===== config.mk =====
export PLATFORM = sky130hd
export DESIGN_NAME = bf16_addsub_pipe
export DESIGN_NICKNAME = d
export VERILOG_FILES = /design/src/rtl/bf16_addsub_pipe.sv
export SDC_FILE = /design/constraint.sdc
export NUM_CORES = 1
export LEC_CHECK = 0
export ABC_CLOCK_PERIOD_IN_PS = 7100
export CAP_MARGIN = 20
export CORE_MARGIN = 1
export CORE_UTILIZATION = 45
export CTS_BUF_LIST = sky130_fd_sc_hd__clkbuf_2
export CTS_CLUSTER_SIZE = 12
export DETAILED_ROUTE_END_ITERATION = 10
export PLACE_DENSITY_LB_ADDON = 0.3
export SYNTH_ARGS = -nofsm -noshare
export SYNTH_HDL_FRONTEND = slang
export SYNTH_SLANG_ARGS = --single-unit

===== constraint.sdc =====
create_clock -name clk -period 7.1 [get_ports clk]
set_clock_uncertainty 0.05 [all_clocks]
set_input_delay 1.42 -clock clk [delete_from_list [all_inputs] [get_ports clk]]
set_output_delay 1.42 -clock clk [all_outputs]
set_load 0.005 [all_outputs]

===== src/rtl/bf16_addsub_pipe.sv =====
// rtl/bf16_addsub_pipe.sv - four-stage bf16 adder/subtractor with valid/ready handshake
`timescale 1ns/1ps
module bf16_addsub_pipe #(
    parameter int G     = 3,
    parameter int TAG_W = 4
) (
    input  logic             clk,
    input  logic             reset,
    input  logic             in_valid,
    output logic             in_ready,
    input  logic [15:0]      a,
    input  logic [15:0]      b,
    input  logic             op,
    input  logic [TAG_W-1:0] tag_in,
    output logic             out_valid,
    input  logic             out_ready,
    output logic [15:0]      result,
    output logic [TAG_W-1:0] tag_out,
    output logic [3:0]       flags
);
    // Working mantissa: hidden bit, 7 fraction bits, G guard bits (lowest is sticky)
    localparam int          W      = 8 + G;
    localparam int          SW     = $clog2(W + 1);
    localparam logic [7:0]  SH_MAX = 8'(W);
    localparam logic [15:0] QNAN   = 16'h7FC0;

    // Whole pipeline freezes only while a finished result waits on downstream
    logic adv;
    logic out_valid_q;
    assign adv      = ~(out_valid_q & ~out_ready);
    assign in_ready = adv & ~reset;

    // Stage 1: decode/align
    logic             s1_valid_d, s1_valid_q;
    logic             s1_sign_d, s1_sign_q, s1_zsign_d, s1_zsign_q, s1_sub_d, s1_sub_q;
    logic             s1_spec_d, s1_spec_q, s1_inv_d, s1_inv_q;
    logic [15:0]      s1_spec_res_d, s1_spec_res_q;
    logic [7:0]       s1_exp_d, s1_exp_q;
    logic [W-1:0]     s1_mb_d, s1_mb_q, s1_ms_d, s1_ms_q;
    logic [TAG_W-1:0] s1_tag_d, s1_tag_q;
    // Stage 2: add
    logic             s2_valid_d, s2_valid_q;
    logic             s2_sign_d, s2_sign_q, s2_zsign_d, s2_zsign_q;
    logic             s2_spec_d, s2_spec_q, s2_inv_d, s2_inv_q;
    logic [15:0]      s2_spec_res_d, s2_spec_res_q;
    logic [7:0]       s2_exp_d, s2_exp_q;
    logic [W:0]       s2_sum_d, s2_sum_q;
    logic [TAG_W-1:0] s2_tag_d, s2_tag_q;
    // Stage 3: normalize
    logic             s3_valid_d, s3_valid_q;
    logic             s3_sign_d, s3_sign_q, s3_zsign_d, s3_zsign_q, s3_zero_d, s3_zero_q;
    logic             s3_spec_d, s3_spec_q, s3_inv_d, s3_inv_q;
    logic [15:0]      s3_spec_res_d, s3_spec_res_q;
    logic [9:0]       s3_exp_d, s3_exp_q;
    logic [W-1:0]     s3_man_d, s3_man_q;
    logic [TAG_W-1:0] s3_tag_d, s3_tag_q;
    // Stage 4: round/pack (output register)
    logic             out_valid_d;
    logic [15:0]      result_d, result_q;
    logic [TAG_W-1:0] tag_out_d, tag_out_q;
    logic [3:0]       flags_d, flags_q;

    assign out_valid = out_valid_q;
    assign result    = result_q;
    assign tag_out   = tag_out_q;
    assign flags     = flags_q;

    function automatic logic [SW-1:0] lzc(input logic [W-1:0] v);
        logic [SW-1:0] n;
        n = SW'(W);
        for (int i = 0; i < W; i++) begin
            if (v[i]) n = SW'(W - 1 - i);
        end
        return n;
    endfunction

    logic          sa, sb, a_zero, b_zero, a_inf, b_inf, a_nan, b_nan, swap;
    logic [14:0]   mag_a, mag_b;
    logic [7:0]    e_small, d, sh_sat;
    logic [SW-1:0] sh;
    logic [W-1:0]  m_small;
    logic [2*W-1:0] wide;

    // Decode operands, pick the larger magnitude, right-shift the other with sticky collection
    always_comb begin
        sa     = a[15];
        sb     = b[15] ^ op;
        a_zero = (a[14:7] == 8'h00);
        b_zero = (b[14:7] == 8'h00);
        a_inf  = (a[14:7] == 8'hFF) && (a[6:0] == 7'h00);
        b_inf  = (b[14:7] == 8'hFF) && (b[6:0] == 7'h00);
        a_nan  = (a[14:7] == 8'hFF) && (a[6:0] != 7'h00);
        b_nan  = (b[14:7] == 8'hFF) && (b[6:0] != 7'h00);
        mag_a  = a_zero ? 15'h0000 : a[14:0];
        mag_b  = b_zero ? 15'h0000 : b[14:0];
        swap   = (mag_b > mag_a);

        s1_sign_d  = swap ? sb : sa;
        s1_zsign_d = sa & sb;
        s1_sub_d   = sa ^ sb;
        s1_exp_d   = swap ? mag_b[14:7] : mag_a[14:7];
        e_small    = swap ? mag_a[14:7] : mag_b[14:7];
        s1_mb_d    = swap ? {|mag_b[14:7], mag_b[6:0], {G{1'b0}}}
                          : {|mag_a[14:7], mag_a[6:0], {G{1'b0}}};
        m_small    = swap ? {|mag_a[14:7], mag_a[6:0], {G{1'b0}}}
                          : {|mag_b[14:7], mag_b[6:0], {G{1'b0}}};
        d          = s1_exp_d - e_small;
        sh_sat     = (d > SH_MAX) ? SH_MAX : d;
        sh         = sh_sat[SW-1:0];
        wide       = {m_small, {W{1'b0}}} >> sh;
        s1_ms_d    = wide[2*W-1:W] | {{(W-1){1'b0}}, |wide[W-1:0]};

        s1_spec_d     = 1'b0;
        s1_inv_d      = 1'b0;
        s1_spec_res_d = 16'h0000;
        if (a_nan || b_nan) begin
            s1_spec_d     = 1'b1;
            s1_spec_res_d = QNAN;
        end else if (a_inf && b_inf && (sa != sb)) begin
            s1_spec_d     = 1'b1;
            s1_inv_d      = 1'b1;
            s1_spec_res_d = QNAN;
        end else if (a_inf) begin
            s1_spec_d     = 1'b1;
            s1_spec_res_d = {sa, 15'h7F80};
        end else if (b_inf) begin
            s1_spec_d     = 1'b1;
            s1_spec_res_d = {sb, 15'h7F80};
        end

        s1_tag_d   = tag_in;
        s1_valid_d = in_valid & in_ready;
    end

    // Magnitude add or subtract; the larger operand is always the minuend
    always_comb begin
        s2_sum_d      = s1_sub_q ? ({1'b0, s1_mb_q} - {1'b0, s1_ms_q})
                                 : ({1'b0, s1_mb_q} + {1'b0, s1_ms_q});
        s2_valid_d    = s1_valid_q;
        s2_sign_d     = s1_sign_q;
        s2_zsign_d    = s1_zsign_q;
        s2_spec_d     = s1_spec_q;
        s2_inv_d      = s1_inv_q;
        s2_spec_res_d = s1_spec_res_q;
        s2_exp_d      = s1_exp_q;
        s2_tag_d      = s1_tag_q;
    end

    logic [SW-1:0] lz;

    // Bring the leading one to the hidden-bit position, keeping sticky on a right shift
    always_comb begin
        lz = lzc(s2_sum_q[W-1:0]);
        if (s2_sum_q[W]) begin
            s3_man_d = {s2_sum_q[W:2], s2_sum_q[1] | s2_sum_q[0]};
            s3_exp_d = {2'b00, s2_exp_q} + 10'd1;
        end else begin
            s3_man_d = s2_sum_q[W-1:0] << lz;
            s3_exp_d = {2'b00, s2_exp_q} - 10'(lz);
        end
        s3_zero_d     = (s2_sum_q == '0);
        s3_valid_d    = s2_valid_q;
        s3_sign_d     = s2_sign_q;
        s3_zsign_d    = s2_zsign_q;
        s3_spec_d     = s2_spec_q;
        s3_inv_d      = s2_inv_q;
        s3_spec_res_d = s2_spec_res_q;
        s3_tag_d      = s2_tag_q;
    end

    logic [7:0] kept;
    logic       grd, rnd, stk, up, inexact;
    logic [8:0] rsum;
    logic [9:0] exp_r;

    // Round to nearest even, then resolve specials, zero, overflow and underflow
    always_comb begin
        kept    = s3_man_q[W-1:G];
        grd     = s3_man_q[G-1];
        rnd     = s3_man_q[G-2];
        stk     = |s3_man_q[G-3:0];
        up      = grd & (rnd | stk | kept[0]);
        inexact = grd | rnd | stk;
        rsum    = {1'b0, kept} + {8'h00, up};
        exp_r   = s3_exp_q + {9'h000, rsum[8]};

        result_d = 16'h0000;
        flags_d  = 4'b0000;
        if (s3_spec_q) begin
            result_d = s3_spec_res_q;
            flags_d  = {s3_inv_q, 3'b000};
        end else if (s3_zero_q) begin
            result_d = {s3_zsign_q, 15'h0000};
        end else if (!exp_r[9] && (exp_r >= 10'd255)) begin
            result_d = {s3_sign_q, 15'h7F80};
            flags_d  = 4'b0101;
        end else if (exp_r[9] || (exp_r == 10'd0)) begin
            result_d = {s3_sign_q, 15'h0000};
            flags_d  = 4'b0011;
        end else begin
            result_d = {s3_sign_q, exp_r[7:0], rsum[6:0]};
            flags_d  = {3'b000, inexact};
        end
        out_valid_d = s3_valid_q;
        tag_out_d   = s3_tag_q;
    end

    // Pipeline registers: reset clears valids and output, stall holds everything
    always_ff @(posedge clk) begin
        if (reset) begin
            s1_valid_q  <= 1'b0;
            s2_valid_q  <= 1'b0;
            s3_valid_q  <= 1'b0;
            out_valid_q <= 1'b0;
            result_q    <= 16'h0000;
            tag_out_q   <= '0;
            flags_q     <= 4'b0000;
        end else if (adv) begin
            s1_valid_q    <= s1_valid_d;
            s1_sign_q     <= s1_sign_d;
            s1_zsign_q    <= s1_zsign_d;
            s1_sub_q      <= s1_sub_d;
            s1_spec_q     <= s1_spec_d;
            s1_inv_q      <= s1_inv_d;
            s1_spec_res_q <= s1_spec_res_d;
            s1_exp_q      <= s1_exp_d;
            s1_mb_q       <= s1_mb_d;
            s1_ms_q       <= s1_ms_d;
            s1_tag_q      <= s1_tag_d;
            s2_valid_q    <= s2_valid_d;
            s2_sign_q     <= s2_sign_d;
            s2_zsign_q    <= s2_zsign_d;
            s2_spec_q     <= s2_spec_d;
            s2_inv_q      <= s2_inv_d;
            s2_spec_res_q <= s2_spec_res_d;
            s2_exp_q      <= s2_exp_d;
            s2_sum_q      <= s2_sum_d;
            s2_tag_q      <= s2_tag_d;
            s3_valid_q    <= s3_valid_d;
            s3_sign_q     <= s3_sign_d;
            s3_zsign_q    <= s3_zsign_d;
            s3_zero_q     <= s3_zero_d;
            s3_spec_q     <= s3_spec_d;
            s3_inv_q      <= s3_inv_d;
            s3_spec_res_q <= s3_spec_res_d;
            s3_exp_q      <= s3_exp_d;
            s3_man_q      <= s3_man_d;
            s3_tag_q      <= s3_tag_d;
            out_valid_q   <= out_valid_d;
            result_q      <= result_d;
            tag_out_q     <= tag_out_d;
            flags_q       <= flags_d;
        end
    end

endmodule


==> flow_metrics.env <==
export IMPL_synth_compound_gate_area_share=0.154
export IMPL_vias=6082
export IMPL_synth_cell_types=80
export IMPL_worst_path_max_fanout=9
export IMPL_cts_hold_buf=0
export IMPL_seqPwrFrac=0.482
export IMPL_dr_pass1_iters=7
export IMPL_slew_viol_final=0
export IMPL_vias_per_cell=5.45
export IMPL_status="finished, final reports clean"
export IMPL_n_fill_cell=1552
export IMPL_clk_pin_slew_ns=0.22
export IMPL_rows=47
export IMPL_p_clk_frac=0.246
export IMPL_relSlewSlack=0.319
export IMPL_rsz0062_at_grt="no"
export IMPL_grt_pass1_wl_um=26400
export IMPL_tns_ns=0
export IMPL_muxShareOfSynthArea=0.0329
export IMPL_busiest_layer="met2"
export IMPL_power_density_nw_per_um2=227
export IMPL_worst_pin_slew_ns=1.01
export IMPL_grt_max_degree=95
export IMPL_wl_per_cell_um=14.2
export IMPL_combPwrFrac=0.273
export IMPL_synth_fp_nets=881
export IMPL_crit_path_end="s1_ms_q[0]$_DFFE_PP_"
export IMPL_gr_usage_met2=0.326
export IMPL_die_x_um=133
export IMPL_ys_seq_elements=128
export IMPL_gr_total_overflow=0
export IMPL_max_clock_path_buffers=2
export IMPL_grtUsageMet1=0.228
export IMPL_final_cell_mix="100 x edfxtp_1, 94 x nor2_1, 90 x nand2_1"
export IMPL_r2r_start="s2_sum_q[2]$_DFFE_PP_"
export IMPL_ioPinCount=67
export IMPL_drv_cap=0
export IMPL_internal_power_uw=1380
export IMPL_final_nets=956
export IMPL_use_met3=0.0415
export IMPL_antenna_found_initial=1
export IMPL_max_freq_mhz=158
export IMPL_net_switching_power_uw=672
export IMPL_drive_above_1_share=0.102
export IMPL_cts_tree="built"
export IMPL_cts_root_buffer="clkbuf_2"
export IMPL_p_leak_uw=0.00343
export IMPL_htreeDepth=4
export IMPL_core_sq_um=16700
export IMPL_layout_min_cycle_time_ns=6.33
export IMPL_hold_viol_final=0
export IMPL_hpwlAfterDp_um=11900
export IMPL_io_buffers=66
export IMPL_swShare=0.327
export IMPL_drc=0
export IMPL_synth_area_sq_um=7750
export IMPL_avgSynthCellArea_sq_um=9.61
export IMPL_setup_viol=0
export IMPL_cts_setup_buffers=0
export IMPL_grt_use_total=0.187
export IMPL_start_util=0.464
export IMPL_postCtsResizedCells=0
export IMPL_hp_class="register to register"
export IMPL_seq_area_sq_um=3560
export IMPL_cp_required_ns=7.53
export IMPL_critPathKind="input port to register"
export IMPL_synth_main_ff_cell="edfxtp_1"
export IMPL_finalCritPeriodShare=0.891
export IMPL_path_cells="clkdlybuf4s50_1 > nor4_1 > nand2_1 > buf_4 > and2_1 > ha_1 > nand3b_1 > a21oi_1 > o21ai_2 > or4_1 > nand2_1 > and3b_1 > ha_1 > o311ai_0 > o211a_1 > o211ai_1 > nor4_4 > nand3_2 > buf_4 > a221oi_1 > nor4b_4 > o221ai_2"
export IMPL_numCtsBuffers=17
export IMPL_irDropWorstVdd_uv=111
export IMPL_routed_wirelength_um=15900
export IMPL_area_growth_pct=16.5
export IMPL_crit_reg2reg_capture="s3_exp_q[5]$_DFFE_PP_"
export IMPL_synth_adder_area_share=0.0570
export IMPL_synthXorXnorAreaFrac=0.0565
export IMPL_clock_sinks=128
export IMPL_drt_iter0_drc=280
export IMPL_rrSetupSlack_ns=3.14
export IMPL_postRouteAntennaNets=0
export IMPL_arrival_ns=6.76
export IMPL_multi_input_comb_area_sq_um=3880
export IMPL_synth_edf_count=100
export IMPL_async_flop_share=0
export IMPL_cp_slowest_cell="or4_1"
export IMPL_ff2ff_path_depth=12
export IMPL_fin_hold_ws_ns=0.377
export IMPL_critPathMaxStageDelay_ns=0.51
export IMPL_startpoint_type="input port"
export IMPL_ys_warn_count=0
export IMPL_die_area_sq_um=17800
export IMPL_grt_pass1_vias=5626
export IMPL_synth_top_family_by_area="simple AND/OR/NAND/NOR gates"
export IMPL_synthSimpleGateAreaFrac=0.197
export IMPL_ys_seq_area_frac=0.460
export IMPL_power_uw=2050
export IMPL_die_h_um=133
export IMPL_cp_end_kind="register"
export IMPL_worstSkewPairLatency_ns=0.71
export IMPL_final_common_cell="edfxtp_1"
export IMPL_gp_congestion=0.893
export IMPL_syn_inst=807
export IMPL_startpoint="b[14]"
==> worst max-delay path, delay by kind of cell <==
| family | cells | cell delay (ns) |
|---|---|---|
| AOI/OAI and AO/OA | 7 | 1.69 |
| adders and majority gates | 2 | 0.52 |
| buffers and inverters | 3 | 0.80 |
| and+or+nand+nor | 10 | 2.32 |
==> stage by stage <==
stage | instance area, sq um | utilization | instances | worst slack (ns)
after detailed placement | 8730 | 0.522 | 1082 | 0.0462
after CTS | 9010 | 0.539 | 1114 | 0.858
final | 9040 | 0.541 | 1116 | 0.773
after global routing | 9040 | 0.541 | 1116 | 0.354
after floorplan | 7760 | - | 807 | 0.826
after global placement | 8730 | 0.522 | 1082 | 0.217
==> kinds of logic after synthesis <==
logic type | Yosys count
compound gates | 180
simple gates | 317
mux | 23
fa+ha+maj | 35
flops | 128
buf+inv | 77
xor+xnor | 47
==> synth_stat cells, types with 7 or more instances <==
cell type,n,area share
and3_1,9,0.0073
nor4_1,17,0.014
a21oi_1,48,0.031
xnor2_1,28,0.032
mux2i_1,17,0.022
clkbuf_1,24,0.012
a211oi_1,8,0.0077
nand3_1,26,0.017
a31oi_1,11,0.0089
nand2b_1,7,0.0056
nand4_1,10,0.0081
buf_1,7,0.0034
nor3_1,28,0.018
o21ai_0,45,0.029
a22oi_1,7,0.0068
a21o_1,8,0.0077
inv_1,36,0.017
xor2_1,17,0.019
dfxtp_1,28,0.072
ha_1,32,0.052
nor2_1,95,0.046
nor2b_1,10,0.0081
edfxtp_1,100,0.39
nand2_1,90,0.044
==> sequential cells by signal, summed over array words and instances, names as in the netlist, 8 cells and up <==
| signal | flops |
|---|---|
| s3_exp_q | 10 |
| s1_ms_q | 11 |
| s3_man_q | 11 |
| s2_exp_q | 8 |
| s1_mb_q | 8 |
| result | 16 |
| s1_exp_q | 8 |
| s2_sum_q | 12 |
==> worst min path at each step <==
stage,startpoint,endpoint,slack [ns],cells after the start
6_report,s1_tag_q[0]$_DFFE_PP_,s2_tag_q[0]$_DFFE_PP_,0.38,0
5_1_grt,s2_tag_q[1]$_DFFE_PP_,s3_tag_q[1]$_DFFE_PP_,0.37,0
4_1_cts,s1_tag_q[0]$_DFFE_PP_,s2_tag_q[0]$_DFFE_PP_,0.38,0
3_5_place_dp,s1_exp_q[7]$_DFFE_PP_,s2_exp_q[7]$_DFFE_PP_,0.35,0
3_3_place_gp,s1_exp_q[3]$_DFFE_PP_,s2_exp_q[3]$_DFFE_PP_,0.35,0
2_1_floorplan,s1_exp_q[0]$_DFFE_PP_,s2_exp_q[0]$_DFFE_PP_,0.35,0
==> layout make-up <==
cell class | count | share of cell area
Clock inverter | 15 | 0.0216
Sequential cell | 128 | 0.394
Tap cell | 220 | 0.0305
Inverter | 39 | 0.0162
Clock buffer | 17 | 0.00942
Antenna cell | 1 | 0.000277
Timing Repair Buffer | 94 | 0.0986
Multi-Input combinational cell | 602 | 0.429
==> metal layers <==
layer  part of all wire  vias to the layer above
met5                  0                        -
met4              0.019                        0
met3              0.042                       22
met2               0.49                      139
met1               0.44                     2807
li1                   -                     3114
==> power by group through the flow <==
stage	combinational (uW)	sequential, uW	clock [uW]
detailed placement	554	1010	0
global placement	548	1000	0
global route	626	1000	554
floorplan	430	976	0
finish	560	989	504
CTS	556	988	521
Note: power is estimated with default switching activity, not from simulation.
